## config.mk

```make
export PLATFORM = sky130hd
export DESIGN_NAME = ocm_arbiter
export DESIGN_NICKNAME = d
export VERILOG_FILES = /design/src/rtl/ocm_arb_pkg.sv /design/src/rtl/ocm_arbiter_rr_pick.sv /design/src/rtl/ocm_arbiter.sv
export SDC_FILE = /design/constraint.sdc
export NUM_CORES = 1
export LEC_CHECK = 0
export CORE_AREA = 2 2 98 100
export DETAILED_ROUTE_END_ITERATION = 10
export DIE_AREA = 0 0 100 102
export PLACE_DENSITY = 0.68
export SLEW_MARGIN = 20
export SYNTH_ARGS = -nofsm -noshare
export SYNTH_HDL_FRONTEND = slang
export SYNTH_HIERARCHICAL = 1
export SYNTH_SLANG_ARGS = --single-unit
```

## constraint.sdc

```tcl
create_clock -name clk -period 2 [get_ports clk]
set_input_delay 0.3 -clock clk [delete_from_list [all_inputs] [get_ports clk]]
set_output_delay 0.3 -clock clk [all_outputs]
set_load 0.03 [all_outputs]
```

## src/rtl/ocm_arb_pkg.sv

```systemverilog
// Shared types and constants for the two-port on-chip-memory arbiter.
// Latency: n/a (types only).
// Backpressure: n/a (types only).
package ocm_arb_pkg;

  localparam int OCM_ADDR_W = 13;
  localparam int OCM_DATA_W = 32;
  localparam int OCM_DEPTH  = 5120;
  localparam int OCM_BE_W   = OCM_DATA_W / 8;

  typedef enum logic {
    REQ_M0 = 1'b0,
    REQ_M1 = 1'b1
  } req_id_t;

  typedef struct packed {
    logic [OCM_ADDR_W-1:0] address;
    logic [OCM_BE_W-1:0]   byteenable;
    logic                  read;
    logic                  write;
    logic [OCM_DATA_W-1:0] writedata;
  } ocm_req_t;

endpackage

```

## src/rtl/ocm_arbiter_rr_pick.sv

```systemverilog
// Two-way request picker: round-robin on ties when OCM_ARB_ROUND_ROBIN_EN
// is defined, otherwise fixed priority with m0 winning every tie.
// Latency: combinational. Backpressure: losers simply see no grant bit.
// Ports: req[1:0] requests, last = requester granted most recently,
//        grant[1:0] one-hot (or zero when nothing requests).
module ocm_rr_pick
  import ocm_arb_pkg::*;
(
  input  logic [1:0] req,
  input  req_id_t    last,
  output logic [1:0] grant
);

  always_comb begin
    grant = req;
    if (req == 2'b11) begin
`ifdef OCM_ARB_ROUND_ROBIN_EN
      // Tie goes to whoever was not served last.
      grant = (last == REQ_M1) ? 2'b01 : 2'b10;
`else
      grant = 2'b01;
`endif
    end
  end

`ifndef OCM_ARB_ROUND_ROBIN_EN
  // Fixed priority has no use for history.
  req_id_t unused_last;
  assign unused_last = last;
`endif

endmodule

```

## src/rtl/ocm_arbiter.sv

```systemverilog
// Shares one single-port OCM (one-cycle read latency) between two Avalon-MM
// requesters; one access per cycle, read data back 1 cycle after acceptance.
// Backpressure: the losing requester sees waitrequest until it is granted.
// Ports: clk/reset_n; m0_*/m1_* Avalon-MM slave ports (address, byteenable,
//        read, write, writedata, waitrequest, readdata, readdatavalid);
//        mem_* memory-wrapper side (address, byteenable, chipselect, write,
//        writedata, clken, readdata).
// Build option: OCM_ARB_ROUND_ROBIN_EN selects round-robin tie-breaking
//        (default: fixed priority, m0 first).
module ocm_arbiter
  import ocm_arb_pkg::*;
#(
  // The request struct is sized from the package; keep these at their defaults.
  parameter int ADDR_W = OCM_ADDR_W,
  parameter int DATA_W = OCM_DATA_W,
  parameter int DEPTH  = OCM_DEPTH
) (
  input  logic                clk,
  input  logic                reset_n,

  input  logic [ADDR_W-1:0]   m0_address,
  input  logic [DATA_W/8-1:0] m0_byteenable,
  input  logic                m0_read,
  input  logic                m0_write,
  input  logic [DATA_W-1:0]   m0_writedata,
  output logic                m0_waitrequest,
  output logic [DATA_W-1:0]   m0_readdata,
  output logic                m0_readdatavalid,

  input  logic [ADDR_W-1:0]   m1_address,
  input  logic [DATA_W/8-1:0] m1_byteenable,
  input  logic                m1_read,
  input  logic                m1_write,
  input  logic [DATA_W-1:0]   m1_writedata,
  output logic                m1_waitrequest,
  output logic [DATA_W-1:0]   m1_readdata,
  output logic                m1_readdatavalid,

  output logic [ADDR_W-1:0]   mem_address,
  output logic [DATA_W/8-1:0] mem_byteenable,
  output logic                mem_chipselect,
  output logic                mem_write,
  output logic [DATA_W-1:0]   mem_writedata,
  output logic                mem_clken,
  input  logic [DATA_W-1:0]   mem_readdata
);

  localparam logic [ADDR_W:0] DEPTH_L = DEPTH[ADDR_W:0];

  ocm_req_t   r0, r1, sel_req;
  logic [1:0] req, grant_raw, grant;
  logic       accepted, acc_rd, in_range;
  req_id_t    winner, last_grant;

  logic       rd_pend_q, rd_pend_d;
  req_id_t    rd_owner_q, rd_owner_d;
  logic       rd_oor_q, rd_oor_d;
  logic       clken_q;
  logic [DATA_W-1:0] rd_data;

  assign r0 = '{address: m0_address, byteenable: m0_byteenable, read: m0_read,
                write: m0_write, writedata: m0_writedata};
  assign r1 = '{address: m1_address, byteenable: m1_byteenable, read: m1_read,
                write: m1_write, writedata: m1_writedata};

  assign req = {r1.read | r1.write, r0.read | r0.write};

  ocm_rr_pick u_pick (
    .req   (req),
    .last  (last_grant),
    .grant (grant_raw)
  );

  // Nothing is granted while reset is held, so the memory sees no access.
  assign grant  = reset_n ? grant_raw : 2'b00;
  assign winner = grant[1] ? REQ_M1 : REQ_M0;

  assign m0_waitrequest = ~reset_n | (req[0] & ~grant[0]);
  assign m1_waitrequest = ~reset_n | (req[1] & ~grant[1]);

  assign sel_req  = grant[1] ? r1 : r0;
  assign in_range = {1'b0, sel_req.address} < DEPTH_L;
  assign accepted = |grant;
  // Read and write together counts as a write only.
  assign acc_rd   = accepted & sel_req.read & ~sel_req.write;

  assign mem_address    = sel_req.address;
  assign mem_byteenable = sel_req.byteenable;
  assign mem_writedata  = sel_req.writedata;
  assign mem_write      = accepted & sel_req.write & in_range;
  assign mem_chipselect = accepted & in_range;
  assign mem_clken      = clken_q;

  assign rd_pend_d  = acc_rd;
  assign rd_owner_d = acc_rd ? winner    : rd_owner_q;
  assign rd_oor_d   = acc_rd ? ~in_range : rd_oor_q;

  always_ff @(posedge clk or negedge reset_n) begin
    if (!reset_n) begin
      rd_pend_q  <= 1'b0;
      rd_owner_q <= REQ_M0;
      rd_oor_q   <= 1'b0;
      clken_q    <= 1'b0;
    end else begin
      rd_pend_q  <= rd_pend_d;
      rd_owner_q <= rd_owner_d;
      rd_oor_q   <= rd_oor_d;
      clken_q    <= 1'b1;
    end
  end

`ifdef OCM_ARB_ROUND_ROBIN_EN
  req_id_t last_grant_q, last_grant_d;

  assign last_grant_d = accepted ? winner : last_grant_q;
  assign last_grant   = last_grant_q;

  // Resets to M1 so that m0 wins the first tie.
  always_ff @(posedge clk or negedge reset_n) begin
    if (!reset_n) last_grant_q <= REQ_M1;
    else          last_grant_q <= last_grant_d;
  end
`else
  assign last_grant = REQ_M1;
`endif

  // Out-of-range reads never touched the memory; return zero instead.
  assign rd_data = rd_oor_q ? '0 : mem_readdata;

  assign m0_readdatavalid = rd_pend_q & (rd_owner_q == REQ_M0);
  assign m1_readdatavalid = rd_pend_q & (rd_owner_q == REQ_M1);
  assign m0_readdata      = m0_readdatavalid ? rd_data : '0;
  assign m1_readdata      = m1_readdatavalid ? rd_data : '0;

endmodule
```

==> metrics.cfg, run 1 <==
[timing]
hold_viol=0
maxSlewViolCount=0
setup_slack_ns=0.0817
layout_min_cycle_time_ns=1.92
min_period_over_period=0.959
fmax_mhz=521
setup_viol_count_final=0
rsz0062_at_grt=false
skew_ns=0

[synthesis]
synth_top_area_frac=0.315
synthMuxAreaShare=0.427
ys.warnings.count=6
synth_area_per_cell_um2=7.16
synth.distinct_cells=26
synthTopCellsByCount=nor2_1 (68), mux2_2 (39), nand2b_1 (33)
async_reset_ff_frac=1.00
synth.most_common_cell=nor2_1
postSynthNetCount=331
synth-xor-area-share=0
synth_top_family_by_area=multiplexers
seq_area_frac_synth=0.0717
synth_top_cell_by_area=mux2_2
synth_top_flop_cell=dfrtp_1
syn_area_mm2=0.00140
synth_cells=195
synth-simple-area-share=0.380
ys_ff_latch=4
synth_edf_count=0
yosys.area_share.adder=0
synth_compound_area_frac=0.0358
synth_area_leaders=mux2_2 (31%), nor2_1 (18%), nand2b_1 (15%), mux2_4 (9.7%), dfrtp_1 (7.2%)

[detailed_routing]
finalWirelength_um=8170
vias=2351
wl_per_cell_um=14.3
drc=0
antenna_left=0
firstDrtPassIters=4
drt-initial-drc-count=25
via_per_inst=4.12

[job]
drv_cap=0

[floorplanning]
core_mm2=0.00911
start_util=0.153
dieArea_mm2=0.0102
num_rows=35
fp.dieH_um=102
ios=256
fp.dieW_um=100

[power]
power.density_mw_per_mm2=324
irDropWorstVdd_v=0.000158
total_leakage_power_nw=1.99
p_total_mw=1.36

[global_routing]
use_met3=0.0458
grt_max_degree=34
antenna_found_initial=0
grt_use_total=0.145
grt_pass1_wl_um=11700
grt_pass1_vias=2304
gr-usage-met1=0.148
top_usage_layer=met2
use_met2=0.287
overflow=0

[clock_tree]
cts_tree=yes
clock_path_buffers=2
ctsHoldBuffers=0
clkSlewWorstSetupHoldPaths_ns=0.03
root_buffer=clkbuf_8
clk_latency_ns=0.22
cts_buffers=3
ctsHtreeMaxLevel=1
cts_sinks=4

[layout]
antenna_cells=0
final_nets=598
areaGrowthSynthToFinish_pct=201
fill_cells=878
drive_gt1_frac=0.448
final_core_util=0.462

[worst_setup_path]
path_class=input pin to output port
critPathCaptureType=output port
startpoint_type=input pin
worstPathArrival_ns=1.62
crit_fanout=4
cp.required_ns=1.70
rrSetupSlack_ns=0.99

[min_path]
min_path_type=input pin to asynchronous set/reset pin

[place]
globalplace.congestion=0.858
place_ws_ns=-0.680
portBuffers=255
dp_hpwl_um=6950

[run_status]
status=finished, final reports clean

==> registers in the layout, summed over array words and instances (netlist names) <==
| register | cells |
|---|---|
| mem_clken | 1 |
| rd_oor_q | 1 |
| rd_owner_q | 1 |
| rd_pend_q | 1 |
==> logic make-up (layout without fill, tap and decap cells) <==
group                  after synthesis  in the layout
AOI/OAI and AO/OA                    7              7
buffers and inverters               22            287
DFF                                  4              4
muxes                               50             50
other                                1              1
and+or+nand+nor                    111            111
==> placed cells by master (no fill, tap or decap), types with 3 or more instances in the layout <==
| cell type | netlist | routed |
|---|---|---|
| buf_2 | 3 | 8 |
| clkbuf_8 | 0 | 3 |
| buf_12 | 0 | 5 |
| inv_1 | 4 | 3 |
| buf_6 | 2 | 30 |
| dfrtp_1 | 4 | 3 |
| buf_4 | 1 | 98 |
| nand2b_1 | 33 | 33 |
| nor2_1 | 68 | 66 |
| o21ai_0 | 4 | 4 |
| nand2_1 | 3 | 3 |
| clkdlybuf4s50_1 | 0 | 133 |
| mux2_2 | 39 | 32 |
| buf_8 | 1 | 3 |
| mux2_4 | 9 | 16 |
==> critical path, stage by stage <==
cell and delay [ns]:
buf_4 0.13, nor2_4 0.10, inv_1 0.05, nor2b_4 0.14, buf_6 0.12, a21bo_1 0.19, a221oi_4 0.32, nor3_2 0.08
buf_4 0.18
==> layer usage <==
| layer | wire [um] | vias to the layer above |
|---|---|---|
| met5 | 0 | - |
| met4 | 62 | 0 |
| met3 | 912 | 4 |
| met2 | 4380 | 152 |
| met1 | 2820 | 1028 |
| li1 | - | 1167 |
==> worst paths after layout <==
| kind | startpoint | endpoint | cells after the start |
|---|---|---|---|
| max | m1_read | mem_write | 9 |
| min | reset_n | mem_clken | 2 |
| max reg2reg | rd_oor_q | rd_oor_q | 1 |
| min reg2reg | rd_owner_q | rd_owner_q | 2 |
| max in group asynchronous | reset_n | rd_oor_q | 2 |
| min in group clk | m1_read | rd_owner_q | 3 |
==> layout make-up <==
class	instances	area, um^2	share of cell area
Clock buffer	3	41.3	0.00981
Inverter	4	15.0	0.00357
Multi-Input combinational cell	169	1260	0.299
Sequential cell	4	101	0.0241
Tap cell	111	139	0.0330
Timing Repair Buffer	280	2650	0.631
==> through the flow <==
step,hold WS (ns),TNS [ns],area [um^2],std cells
after CTS,0.242,-0.00956,4270,572
after detailed placement,0.535,-30.72,3860,555
after global placement,0.529,-27.75,3860,555
after floorplan,0.00441,0,1400,195
after global routing,0.264,0,4210,571
final,0.245,0,4210,571
==> power breakdown <==
part | internal, mW | switching (mW) | total, mW | leakage [nW]
clock network | 0.128 | 0.0425 | 0.171 | 0.0216
registers | 0.0930 | 0.0394 | 0.132 | 0.0495
logic | 0.596 | 0.465 | 1.06 | 1.92
==> what timing repair did <==
item                       CTS  global route
gates resized for setup    100            14
setup endpoints to repair   53            29
cloned                       3             0
buffers inserted            11             1
pin swaps                    6             2
(Power assumes the default switching activity.)
==> run 2: changes to the inputs <==
SETUP_SLACK_MARGIN = 0.4   (was unset)
==> metrics.cfg, run 2 (same netlist as run 1, synthesis figures left out) <==
[detailed_routing]
drc=0  ; unchanged
finalWirelength_um=10700  ; +31%
via_per_inst=4.37  ; +6.2%
routed.top_layer=met4
wl_met2_um=5620  ; +29%
wl_per_cell_um=18.0  ; +26%
vias=2593  ; +10%
drt-initial-drc-count=34  ; +36%
firstDrtPassIters=4  ; unchanged
antenna_left=0  ; unchanged
wl_met3_um=1060  ; +16%
met1_length_um=3670  ; +30%

[power]
power.density_mw_per_mm2=350  ; +7.9%
total_leakage_power_nw=2.57  ; +29%
seq_power_share=0.063  ; -0.034
power.switching_uw=750  ; +37%
internal_power_mw=1.18  ; +45%
p_comb_frac=0.851  ; +0.073
irDropWorstVdd_v=0.000152  ; -3.5%
p_sw_frac=0.388  ; -0.0131
clkPwrFrac=0.086  ; -0.039

[layout]
fill_cells=702  ; -20%
multiInputGateArea_mm2=0.00189  ; +50%
seqCellArea_um2=101  ; unchanged
layout_commonest_cell=clkdlybuf4s50_1
areaGrowthSynthToFinish_pct=296
drive_gt1_frac=0.659  ; +0.211
finalNonFillerCells=593  ; +3.9%
final_nets=619  ; +3.5%
mostFrequentLayoutCells=clkdlybuf4s50_1 (131), buf_6 (76), buf_4 (54)

[floorplanning]
start_util=0.153  ; unchanged
ios=256  ; unchanged
core_mm2=0.00911  ; unchanged
fp.dieW_um=100  ; unchanged
dieArea_mm2=0.0102  ; unchanged
num_rows=35  ; unchanged
fp.dieH_um=102  ; unchanged

[place]
globalplace.congestion=0.877  ; +2.2%
portBuffers=255  ; unchanged
place_inst=566  ; +2.0%
dp_hpwl_um=8210  ; +18%
place_ws_ns=-0.692  ; -0.0116 ns

[clock_tree]
root_buffer=clkbuf_8
clkSlewWorstSetupHoldPaths_ns=0.03  ; about the same
ctsHtreeMaxLevel=1  ; unchanged
cts_buffers=3  ; unchanged
cts_tree=yes
ctsHoldBuffers=0  ; unchanged
clock_path_buffers=2  ; unchanged
clk_latency_ns=0.21  ; about the same
cts_sinks=4  ; unchanged

[global_routing]
grt_use_total=0.171  ; +0.0260
grt_pass1_wl_um=13400  ; +14%
grt_max_degree=33  ; -2.9%
grt_pass1_vias=2538  ; +10%
antenna_found_initial=1  ; +1
overflow=0  ; unchanged

[timing]
min_period_over_period=1.00  ; +0.0441
maxSlewViolCount=0  ; unchanged
setup_viol_count_final=4  ; +4
skew_ns=0  ; unchanged
layout_min_cycle_time_ns=2.01  ; +0.0881 ns
rsz0062_at_grt=true
setup_slack_ns=-0.00645  ; -0.0881 ns
hold_viol=0  ; unchanged
fmax_mhz=498  ; -4.4%

[worst_setup_path]
cp_cell_sequence=buf_8, nor2_4, inv_2, nor2b_1, buf_4, nand2_4, buf_12, buf_12, buf_12, mux2_4, buf_6
startpoint_type=input pin
reg2reg_depth=3  ; +2
rrSetupSlack_ns=0.83  ; -0.16 ns
r2r-end=rd_oor_q
crit_buf_inv=7  ; +3
r2r-start=rd_oor_q
critPathCaptureType=output port
cp_common_cell=buf_12
path_class=input pin to output port
crit_path_top_delay_cell=mux2_4
cp.required_ns=1.70  ; about the same
crit_fanout=7  ; +3
slowest_delay_ns=0.29  ; -0.03 ns
cp_top_family=buffers and inverters
worstPathArrival_ns=1.71  ; +0.09 ns

[min_path]
min_path_type=input pin to asynchronous set/reset pin

[run_status]
status=complete, but fails checks
violations=negative setup slack

[job]
drv_cap=0  ; unchanged

==> run 2: cell count changes in the layout (fill, tap and decap cells not counted), moves of 32 or more <==
cell      before  now
nor2_1        66   10
buf_6         30   76
buf_4         98   54
nand2b_1      33    0
mux2_2        32    0
mux2_4        16   48
nand2b_4       0   32
==> run 2: per-stage QoR <==
stage / hold slack [ns] / cell area [um^2] / TNS (ns) / utilization / power, mW
after floorplan: 0.00441 / 1450 / 0 / - / 0.635
after global placement: 0.510 / 4200 / -27.12 / 0.461 / 1.24
after detailed placement: 0.523 / 4200 / -28.25 / 0.461 / 1.25
after CTS: 0.334 / 4760 / -0.00691 / 0.523 / 1.57
after global routing: 0.365 / 5530 / -0.608 / 0.607 / 2.02
final: 0.318 / 5530 / -0.0170 / 0.607 / 1.93
==> run 2: how the worst max path moves through the flow <==
stage / end / start / cells past startpoint / slack [ns]
5_1_grt: mem_writedata[11] / m0_write / 11 / -0.07
4_1_cts: mem_writedata[11] / m0_read / 11 / -0.005
2_1_floorplan: mem_write / m0_write / 9 / 0.24
6_report: mem_writedata[11] / m0_write / 11 / -0.006
3_5_place_dp: mem_chipselect / m1_write / 9 / -0.69
3_3_place_gp: mem_chipselect / m1_write / 9 / -0.67
==> run 2: area by class of cell <==
type                            count  area share
Sequential cell                     4      0.0183
Inverter                            4     0.00271
Tap cell                          111      0.0251
Clock buffer                        3     0.00747
Timing Repair Buffer              301       0.605
Multi-Input combinational cell    169       0.341
Antenna cell                        1    0.000452
==> run 2: power by group through the flow <==
| stage | Combinational [mW] | Clock, mW | Sequential (mW) |
|---|---|---|---|
| 2_1_floorplan | 0.533 | 0 | 0.102 |
| 3_3_place_gp | 1.12 | 0 | 0.117 |
| 3_5_place_dp | 1.13 | 0 | 0.119 |
| 4_1_cts | 1.29 | 0.172 | 0.111 |
| 5_1_grt | 1.71 | 0.182 | 0.122 |
| 6_report | 1.65 | 0.167 | 0.121 |
==> run 2: timing repair <==
item,in CTS,in global routing
setup endpoints to repair,106,103
gates cloned,3,4
resized for setup,214,155
buffers inserted,10,6
pin swaps,5,43
==> run 2: layer usage <==
metal / up-vias / GRT usage
li1: 1214 / -
met1: 1182 / 0.174
met2: 173 / 0.331
met3: 24 / 0.0534
met4: 0 / 0.0611
met5: - / 0
==> run 3: changes to the inputs <==
clock period = 2.3 ns   (was 2 ns; I/O delays follow)
==> metrics.cfg, run 3 (same netlist as run 1, synthesis figures left out) <==
[job]
drv_cap=0  ; unchanged

[layout]
seqCellArea_um2=104  ; +2.5%
mostFrequentLayoutCells=clkdlybuf4s50_1 (131), nor2_1 (66), buf_6 (49)
layout_commonest_cell=clkdlybuf4s50_1
final_core_util=0.484  ; -0.123
final_nets=600  ; -3.1%
drive_gt1_frac=0.459  ; -0.200
areaGrowthSynthToFinish_pct=216
antenna_cells=0  ; -1
fill_cells=878  ; +25%
finalNonFillerCells=573  ; -3.4%
multiInputGateArea_mm2=0.00127  ; -33%

[timing]
fmax_mhz=494
rsz0062_at_grt=true
skew_ns=0  ; unchanged
setup_viol_count_final=0  ; -4
min_period_over_period=0.880
timing.hold.ws_ns=0.322  ; +0.00402 ns
maxSlewHeadroom=0.650
maxSlewViolCount=0  ; unchanged
layout_min_cycle_time_ns=2.02
worst_slew_pin_slew_ns=0.519
hold_viol=0  ; unchanged

[detailed_routing]
via_per_inst=4.09  ; -6.4%
antenna_left=0  ; unchanged
drt-initial-drc-count=21  ; -38%
firstDrtPassIters=4  ; unchanged
finalWirelength_um=8310  ; -22%
wl_per_cell_um=14.5  ; -20%
vias=2346  ; -9.5%
drc=0  ; unchanged

[clock_tree]
root_buffer=clkbuf_8
clock_path_buffers=2  ; unchanged
cts_sinks=4  ; unchanged
ctsHtreeMaxLevel=1  ; unchanged
cts_tree=yes
cts_buffers=3  ; unchanged
clk_latency_ns=0.21  ; about the same
ctsHoldBuffers=0  ; unchanged
clkSlewWorstSetupHoldPaths_ns=0.03  ; about the same

[worst_setup_path]
path_class=input pin to output port
critPathCaptureType=output port
worstPathArrival_ns=1.68  ; -0.03 ns
startpoint_type=input pin
crit_fanout=5  ; -2
cp.required_ns=1.96  ; +0.26 ns

[run_status]
status=finished, final reports clean

[floorplanning]
fp.dieW_um=100  ; unchanged
start_util=0.153  ; unchanged
ios=256  ; unchanged
dieArea_mm2=0.0102  ; unchanged
num_rows=35  ; unchanged
fp.dieH_um=102  ; unchanged
core_mm2=0.00911  ; unchanged

[place]
globalplace.congestion=0.839  ; -4.3%
place_inst=555  ; -1.9%
dp_hpwl_um=6990  ; -15%
portBuffers=255  ; unchanged

[global_routing]
grt_pass1_wl_um=12000  ; -10%
overflow=0  ; unchanged
antenna_found_initial=0  ; -1
grt_pass1_vias=2324  ; -8.4%
grt_use_total=0.149  ; -0.0224
grt_max_degree=34  ; +3.0%

[min_path]
min_path_type=input pin to asynchronous set/reset pin

[power]
p_total_mw=1.24  ; -36%
power.density_mw_per_mm2=281  ; -20%
irDropWorstVdd_v=0.000135  ; -11%
total_leakage_power_nw=2.05  ; -20%

[run 3: layer usage]
layer,wire length [um],track usage,share of wire
met5,0,0,0
met4,68,0.0443,0.0082
met3,1020,0.0534,0.12
met2,4390,0.287,0.53
met1,2840,0.150,0.34
[run 3: final cells by class]
cell class / instances / area share
Clock buffer: 3 / 0.00936
Inverter: 4 / 0.00341
Multi-Input combinational cell: 169 / 0.287
Sequential cell: 4 / 0.0236
Tap cell: 111 / 0.0315
Timing Repair Buffer: 282 / 0.645
[run 3: critical path: stages]
cell	delay, ns
buf_8	0.10
nor2_4	0.10
inv_2	0.03
nor2b_4	0.14
buf_6	0.13
a21bo_4	0.21
a221oi_4	0.35
nor2_1	0.08
buf_4	0.19
[run 3: final timing paths]
| check | start | end | slack (ns) | cells after the start |
|---|---|---|---|---|
| worst max register to register | rd_oor_q | rd_oor_q | 1.26 | 1 |
| worst max-delay path | m1_read | mem_chipselect | 0.28 | 9 |
| worst min register to register | rd_owner_q | rd_owner_q | 0.56 | 2 |
| min in group clk | m0_read | rd_pend_q | 0.50 | 3 |
| max in group asynchronous | reset_n | rd_owner_q | 1.77 | 3 |
| worst min-delay path | reset_n | rd_oor_q | 0.32 | 2 |
[run 3: what timing repair did]
item / in CTS / in global routing
pin swaps: 7 / 4
endpoints found under the setup margin: 95 / 82
cloned: 4 / 0
resized for setup: 135 / 105
setup buffers: 6 / 5
endpoints found under the hold margin: 0 / 0
[run 3: report_power, final]
group / leakage [nW] / switching (mW) / internal, mW
registers: 0.0494 / 0.0378 / 0.0835
logic: 1.98 / 0.416 / 0.556
clock network: 0.0216 / 0.0329 / 0.111
[run 3: metrics by stage]
step	setup TNS, ns	instance area, um^2	setup slack [ns]
4_1_cts	0	4310	0.250
6_report	0	4410	0.277
5_1_grt	0	4410	0.198
3_5_place_dp	-13.10	4000	-0.483
3_3_place_gp	-10.27	4000	-0.413
2_1_floorplan	0	1410	0.418
